$ cat config.mk
export PLATFORM = sky130hd
export DESIGN_NAME = snake_engine
export DESIGN_NICKNAME = d
export VERILOG_FILES = /design/src/rtl/snake_pkg.sv /design/src/rtl/snake_food_scan.sv /design/src/rtl/snake_engine.sv
export SDC_FILE = /design/constraint.sdc
export NUM_CORES = 2
export LEC_CHECK = 0
export BUFFER_PORTS_ARGS = -buffer_cell sky130_fd_sc_hd__clkbuf_2
export CORE_AREA = 3 3 708 710
export DETAILED_ROUTE_END_ITERATION = 12
export DIE_AREA = 0 0 711 713
export MAX_ROUTING_LAYER = met4
export PLACE_DENSITY_LB_ADDON = 0.1
export SYNTH_ARGS = -nofsm -noshare
export SYNTH_HDL_FRONTEND = slang
export SYNTH_SLANG_ARGS = --single-unit
$ cat constraint.sdc
create_clock -name clk -period 9.01 [get_ports clk]
set_input_delay 2.703 -clock clk [delete_from_list [all_inputs] [get_ports clk]]
set_output_delay 2.703 -clock clk [all_outputs]
set_load 0.01 [all_outputs]
$ cat src/rtl/snake_pkg.sv
// snake_pkg: shared definitions for the snake engine and its companions
// (game_behavior and friends). It holds the cell codes, the key/heading codes,
// the engine FSM states and the 16-bit xy packing (x in the low byte, y in the high byte).
package snake_pkg;

  localparam int XY_W    = 16;
  localparam int COORD_W = 8;

  localparam logic [1:0] CELL_EMPTY = 2'b00;
  localparam logic [1:0] CELL_BODY  = 2'b01;
  localparam logic [1:0] CELL_FOOD  = 2'b10;

  localparam logic [1:0] KEY_W = 2'b00;  // y-1
  localparam logic [1:0] KEY_A = 2'b01;  // x-1
  localparam logic [1:0] KEY_D = 2'b10;  // x+1
  localparam logic [1:0] KEY_S = 2'b11;  // y+1

  typedef enum logic [2:0] {
    ST_IDLE, ST_CHECK, ST_WAIT, ST_APPLY, ST_FOOD, ST_OVER
  } state_e;

  function automatic logic [XY_W-1:0] pack_xy(input logic [COORD_W-1:0] x,
                                               input logic [COORD_W-1:0] y);
    return {y, x};
  endfunction

  function automatic logic [COORD_W-1:0] xy_x(input logic [XY_W-1:0] xy);
    return xy[COORD_W-1:0];
  endfunction

  function automatic logic [COORD_W-1:0] xy_y(input logic [XY_W-1:0] xy);
    return xy[XY_W-1:COORD_W];
  endfunction

  // The encoding puts opposite headings at bitwise complements (W/S, A/D).
  function automatic logic is_reverse(input logic [1:0] a, input logic [1:0] b);
    return (a ^ b) == 2'b11;
  endfunction

endpackage

$ cat src/rtl/snake_food_scan.sv
// snake_food_scan: places new food.
// It holds a free-running scan pointer fp that counts 0..N-1 and wraps.
// When start is high, the cursor loads fp. While active is high, the cursor
// walks forward through the field, wrapping at N, until it reaches an empty cell.
//   clk, rst  : clock, synchronous active-low reset
//   start     : load cursor from fp on this edge
//   active    : search in progress
//   field     : current field, 2 bits per cell
//   done      : cursor sits on an empty cell this cycle (combinational)
//   idx       : cursor cell index
module snake_food_scan
  import snake_pkg::*;
#(
  parameter int N  = 100,
  parameter int PW = $clog2(N)
) (
  input  logic           clk,
  input  logic           rst,
  input  logic           start,
  input  logic           active,
  input  logic [2*N-1:0] field,
  output logic           done,
  output logic [PW-1:0]  idx
);

  localparam logic [PW-1:0] LAST = PW'(N-1);

  logic [PW-1:0] fp_q, fp_d, cur_q, cur_d;

  always_comb begin
    fp_d  = (fp_q == LAST) ? '0 : fp_q + 1'b1;
    done  = active && (field[2*int'(cur_q) +: 2] == CELL_EMPTY);
    cur_d = cur_q;
    if (start)
      cur_d = fp_q;
    else if (active && !done)
      cur_d = (cur_q == LAST) ? '0 : cur_q + 1'b1;
  end

  assign idx = cur_q;

  always_ff @(posedge clk) begin
    if (!rst) begin
      fp_q  <= '0;
      cur_q <= '0;
    end else begin
      fp_q  <= fp_d;
      cur_q <= cur_d;
    end
  end

endmodule

$ cat src/rtl/snake_engine.sv
// snake_engine: the snake move sequencer.
// On a tick it moves through IDLE -> CHECK -> WAIT -> APPLY -> (FOOD) -> IDLE.
// CHECK sends an external collision/food checker a one-cycle request. WAIT
// gives the checker time to register its verdict. APPLY moves or grows the
// snake, or ends the game. FOOD searches for an empty cell and drops new food there.
//   clk, rst    : clock, synchronous active-low reset
//   tick, key   : move strobe and heading request
//   dead, grow  : checker verdicts, sampled in APPLY
//   check       : one-cycle checker request
//   dir         : current heading
//   snake_xy    : segments, 16 bits each, head at slot 0, unused slots zero
//   field       : 2 bits per cell at x + y*SIZE_X
//   length      : live segment count
//   busy        : high while a move is in flight
//   game_over   : terminal state; only reset leaves it
module snake_engine
  import snake_pkg::*;
#(
  parameter int SIZE_X = 10,
  parameter int SIZE_Y = 10
) (
  input  logic                            clk,
  input  logic                            rst,
  input  logic                            tick,
  input  logic [1:0]                      key,
  input  logic                            dead,
  input  logic                            grow,
  output logic                            check,
  output logic [1:0]                      dir,
  output logic [XY_W*SIZE_X*SIZE_Y-1:0]   snake_xy,
  output logic [2*SIZE_X*SIZE_Y-1:0]      field,
  output logic [15:0]                     length,
  output logic                            busy,
  output logic                            game_over
);

  localparam int N  = SIZE_X * SIZE_Y;
  localparam int PW = $clog2(N);
  localparam logic [COORD_W-1:0] X_MAX = COORD_W'(SIZE_X - 1);
  localparam logic [COORD_W-1:0] Y_MAX = COORD_W'(SIZE_Y - 1);
  localparam logic [COORD_W-1:0] Y0    = COORD_W'(SIZE_Y / 2);
  localparam logic [COORD_W-1:0] FX    = COORD_W'(SIZE_X / 2);

  function automatic int cell_of(input logic [XY_W-1:0] xy);
    return int'(xy_x(xy)) + int'(xy_y(xy)) * SIZE_X;
  endfunction

  state_e                    state_q, state_d;
  logic [1:0]                dir_q, dir_d;
  logic [N-1:0][XY_W-1:0]    seg_q, seg_d;
  logic [N-1:0][1:0]         field_q, field_d;
  logic [15:0]               len_q, len_d;
  logic                      check_q, busy_q, over_q;

  logic [COORD_W-1:0]        hx, hy, nx, ny;
  logic [XY_W-1:0]           tail_xy;
  logic                      scan_done;
  logic [PW-1:0]             scan_idx;

  snake_food_scan #(.N(N), .PW(PW)) u_scan (
    .clk    (clk),
    .rst    (rst),
    .start  (state_q == ST_APPLY),
    .active (state_q == ST_FOOD),
    .field  (field_q),
    .done   (scan_done),
    .idx    (scan_idx)
  );

  // Next head position: step the head by dir_q and wrap on the torus.
  always_comb begin
    hx = xy_x(seg_q[0]);
    hy = xy_y(seg_q[0]);
    nx = hx;
    ny = hy;
    case (dir_q)
      KEY_W:   ny = (hy == '0)    ? Y_MAX : hy - 1'b1;
      KEY_S:   ny = (hy == Y_MAX) ? '0    : hy + 1'b1;
      KEY_A:   nx = (hx == '0)    ? X_MAX : hx - 1'b1;
      default: nx = (hx == X_MAX) ? '0    : hx + 1'b1;
    endcase
    tail_xy = seg_q[int'(len_q) - 1];
  end

  always_comb begin
    state_d = state_q;
    dir_d   = dir_q;
    seg_d   = seg_q;
    field_d = field_q;
    len_d   = len_q;
    case (state_q)
      ST_IDLE: if (tick) begin
        if (!is_reverse(key, dir_q)) dir_d = key;
        state_d = ST_CHECK;
      end
      ST_CHECK: state_d = ST_WAIT;
      ST_WAIT:  state_d = ST_APPLY;
      ST_APPLY: begin
        if (dead) begin
          state_d = ST_OVER;
        end else begin
          // Clear the tail before marking the head. A head that steps into
          // the cell the tail just vacated then leaves that cell as body.
          if (!grow) field_d[cell_of(tail_xy)] = CELL_EMPTY;
          for (int i = N - 1; i > 0; i--) seg_d[i] = seg_q[i-1];
          seg_d[0] = pack_xy(nx, ny);
          field_d[int'(nx) + int'(ny) * SIZE_X] = CELL_BODY;
          if (!grow) begin
            if (int'(len_q) < N) seg_d[int'(len_q)] = '0;
            state_d = ST_IDLE;
          end else begin
            len_d   = len_q + 16'd1;
            state_d = (int'(len_q) + 1 == N) ? ST_OVER : ST_FOOD;
          end
        end
      end
      ST_FOOD: if (scan_done) begin
        field_d[int'(scan_idx)] = CELL_FOOD;
        state_d = ST_IDLE;
      end
      default: ;  // ST_OVER holds everything
    endcase
  end

  always_ff @(posedge clk) begin
    if (!rst) begin
      state_q <= ST_IDLE;
      dir_q   <= KEY_D;
      len_q   <= 16'd3;
      seg_q   <= '0;
      seg_q[0] <= pack_xy(COORD_W'(2), Y0);
      seg_q[1] <= pack_xy(COORD_W'(1), Y0);
      seg_q[2] <= pack_xy(COORD_W'(0), Y0);
      field_q <= '0;
      field_q[int'(Y0) * SIZE_X + 0] <= CELL_BODY;
      field_q[int'(Y0) * SIZE_X + 1] <= CELL_BODY;
      field_q[int'(Y0) * SIZE_X + 2] <= CELL_BODY;
      field_q[int'(Y0) * SIZE_X + int'(FX)] <= CELL_FOOD;
      check_q <= 1'b0;
      busy_q  <= 1'b0;
      over_q  <= 1'b0;
    end else begin
      state_q <= state_d;
      dir_q   <= dir_d;
      seg_q   <= seg_d;
      field_q <= field_d;
      len_q   <= len_d;
      check_q <= (state_d == ST_CHECK);
      busy_q  <= (state_d != ST_IDLE) && (state_d != ST_OVER);
      over_q  <= (state_d == ST_OVER);
    end
  end

  assign check     = check_q;
  assign dir       = dir_q;
  assign snake_xy  = seg_q;
  assign field     = field_q;
  assign length    = len_q;
  assign busy      = busy_q;
  assign game_over = over_q;

endmodule

==> results.json <==
{
  "status": "completed",
  "first_global_vias": 80700,
  "syn_area_mm2": 0.0829,
  "die_h_um": 713,
  "startpoint_type": "flop",
  "clkSlewWorstSetupHoldPaths_ns": 0.07,
  "power.total_uw": 20800,
  "nets": 10200,
  "yosys-top-cells-area": "dfxtp_1 (44%), a22oi_1 (15%), mux4_2 (14%)",
  "cts_setup_buffers": 0,
  "grt_max_degree": 215,
  "globalRouteTotalUtil_pct": 26.5,
  "hold_class": "reg2reg",
  "syn_avg_cell_area_um2": 9.65,
  "setup_viol": 0,
  "cts_num_sinks": 1838,
  "cts_tree": "done",
  "synth_top_cell_area_share_pct": 44.4,
  "yosysTopAreaCell": "dfxtp_1",
  "floorplan.initialDensity_pct": 16.7,
  "worstPathBufferInverterCount": 5,
  "crit_chain": "inv_1 > ha_4 > buf_12 > buf_12 > buf_4 > mux4_2 > mux4_2 > mux4_2 > o21a_1 > ha_1 > fa_1 > a21oi_1 > o21bai_1 > a21oi_1 > mux2i_1 > a2111oi_1 > buf_4 > and3_1 > nand3_1 > o31ai_1 > a21oi_1",
  "drc_errors": 0,
  "whs_ns": 0.480,
  "dieArea_mm2": 0.507,
  "syn_inst": 8586,
  "grt_first_pass_wirelength_um": 884000,
  "worst_slew_margin_rel_pct": 9.49,
  "firstDrtPassIters": 9,
  "place_ws_ns": 0.566,
  "dp_hpwl_um": 536000,
  "synth-edff-count": 0,
  "maxCapViolCount": 0,
  "synth-async-reset-ratio_pct": 0,
  "synthToLayoutAreaGrowth_pct": 31.8,
  "required_ns": 9.79,
  "die_x_um": 711,
  "ys_ff_latch": 1838,
  "antenna_found_initial": 71,
  "critPathSlowestCell": "and3_1",
  "max_freq_mhz": 117,
  "vias": 86800,
  "vias_per_cell": 5.09,
  "ios": 1828,
  "core-area_mm2": 0.496,
  "layout_min_cycle_time_ns": 8.55,
  "period_share_pct": 94.9,
  "syn_nets": 8649,
  "slowest_delay_ns": 0.72,
  "post_cts_resized": 0,
  "worst_pin_slew_ns": 1.36,
  "synth.distinct_cells": 96,
  "yosys-top-cells-count": "dfxtp_1 (1838), nor2_1 (1813), a22oi_1 (1609)",
  "end_kind": "flop",
  "layout-drive-gt1-share_pct": 30.8,
  "p_leak_uw": 0.0405,
  "cp.arrival_ns": 9.33,
  "synth_most_common_cell": "dfxtp_1",
  "hold_start": "u_scan.fp_q[0]$_SDFF_PP0_",
  "insertion_delay_ns": 0.96,
  "drv_slew": 0,
  "port_buffers": 1827,
  "power_density_mw_per_mm2": 191,
  "postRouteAntennaNets": 0,
  "cp_top_family": "multiplexers",
  "h-tree-depth": 5,
  "rsz0062_at_grt": "false",
  "hold_viol_final": 0,
  "root_buffer": "clkbuf_16",
  "tns_ns": 0,
  "post_drt_wl_per_cell_um": 40.2,
  "critPathKind": "reg2reg",
  "drt_iter0_drc": 9934,
  "yosysSeqAreaShare_pct": 44.4,
  "worst_slack_ns": 0.460,
  "row_count": 259,
  "wl_um": 685000,
  "cts_buffers": 263,
  "cp-startpoint": "length[1]$_SDFFE_PN1P_",
  "skew_ns": 0.102,
  "path_max_fanout": 39,
  "reg2reg_from": "length[1]$_SDFFE_PN1P_",
  "synth_warnings": 0,
  "utilization_pct": 22.0,
  "hold_buffers": 0,
  "synthFlopType": "dfxtp_1",
  "gp_congestion": 0.932,
  "irDropWorstVdd_mv": 0.126,
  "clock_tree.buffer_depth": 4,
  "overflow": 0
}
==> final cells by class <==
class,instances,area (µm²)
inverter,59,229
clock buffer,380,7550
antenna,27,67.6
tap,6655,8330
sequential,1838,36800
timing repair buffer,2137,11900
multi-input combinational,5864,43300
fill,54400,387000
clock inverter,83,1010
==> worst register-to-register path: cells and delay by family, from the launching register on <==
family                   cells  cell delay [ns]
buffers and inverters        5             1.62
AND/OR/NAND/NOR              2             1.32
multiplexers                 4             1.90
adder cells (fa/ha/maj)      3             1.18
flip-flops                   1             0.70
AO/OA/AOI/OAI                7             1.68
==> registers in the layout, summed over array words and instances, names as in the netlist <==
register	flops
snake_xy	1600
field	200
length	16
u_scan.fp_q	7
u_scan.idx	7
state_q	3
dir	2
busy	1
check	1
game_over	1
==> path summary, 6_finish.rpt <==
path                                                  end  depth (start not counted)  slack (ns)
worst max-delay path                field[4]$_SDFFE_PN0P_                         21        0.46
worst min-delay path            u_scan.fp_q[0]$_SDFF_PP0_                          1        0.48
worst max register to register      field[4]$_SDFFE_PN0P_                         21        0.46
worst min register to register  u_scan.fp_q[0]$_SDFF_PP0_                          1        0.48
==> where the power goes <==
group          switching, µW  internal (µW)  total, µW
combinational           1480            369       1850
sequential               116           8170       8290
clock                   4470           6210      10700
==> metrics by stage <==
step / area [µm²] / instances
after floorplan: 82900 / 8586
after global placement: 101000 / 16600
after detailed placement: 101000 / 16600
after CTS: 109000 / 17000
after global routing: 109000 / 17000
final: 109000 / 17000
==> kinds of logic (layout without fill, tap and decap cells) <==
kind of cell	after synthesis	in the layout	synth area share [%]
buf+inv	884	2659	4.30
simple gates	2576	2576	13.0
other cells	0	27	0
fa+ha+maj	56	56	0.882
xor+xnor	54	54	0.571
compound gates	2632	2632	22.6
mux	546	546	14.2
flops	1838	1838	44.4
==> layout by cell type, fill, tap and decap left out, types with 59 or more instances in the layout <==
master        n
a21oi_1     201
a22oi_1    1609
buf_4       277
clkbuf_1     67
clkbuf_16   266
clkbuf_2   1826
dfxtp_1    1834
mux4_2      502
nand2_1     255
nand3_1     125
nor2_1     1803
nor3_1      124
o211ai_1     59
o21ai_0     169
==> layer usage <==
metal / track usage, % / up-vias / share of wire [%]
met5: - / - / 0
met4: 8.50 / 0 / 3.9
met3: 6.42 / 719 / 7.8
met1: 32.4 / 45800 / 41
li1: - / 35800 / -
met2: 42.7 / 4481 / 47
Note: power is estimated with default switching activity, not from simulation.
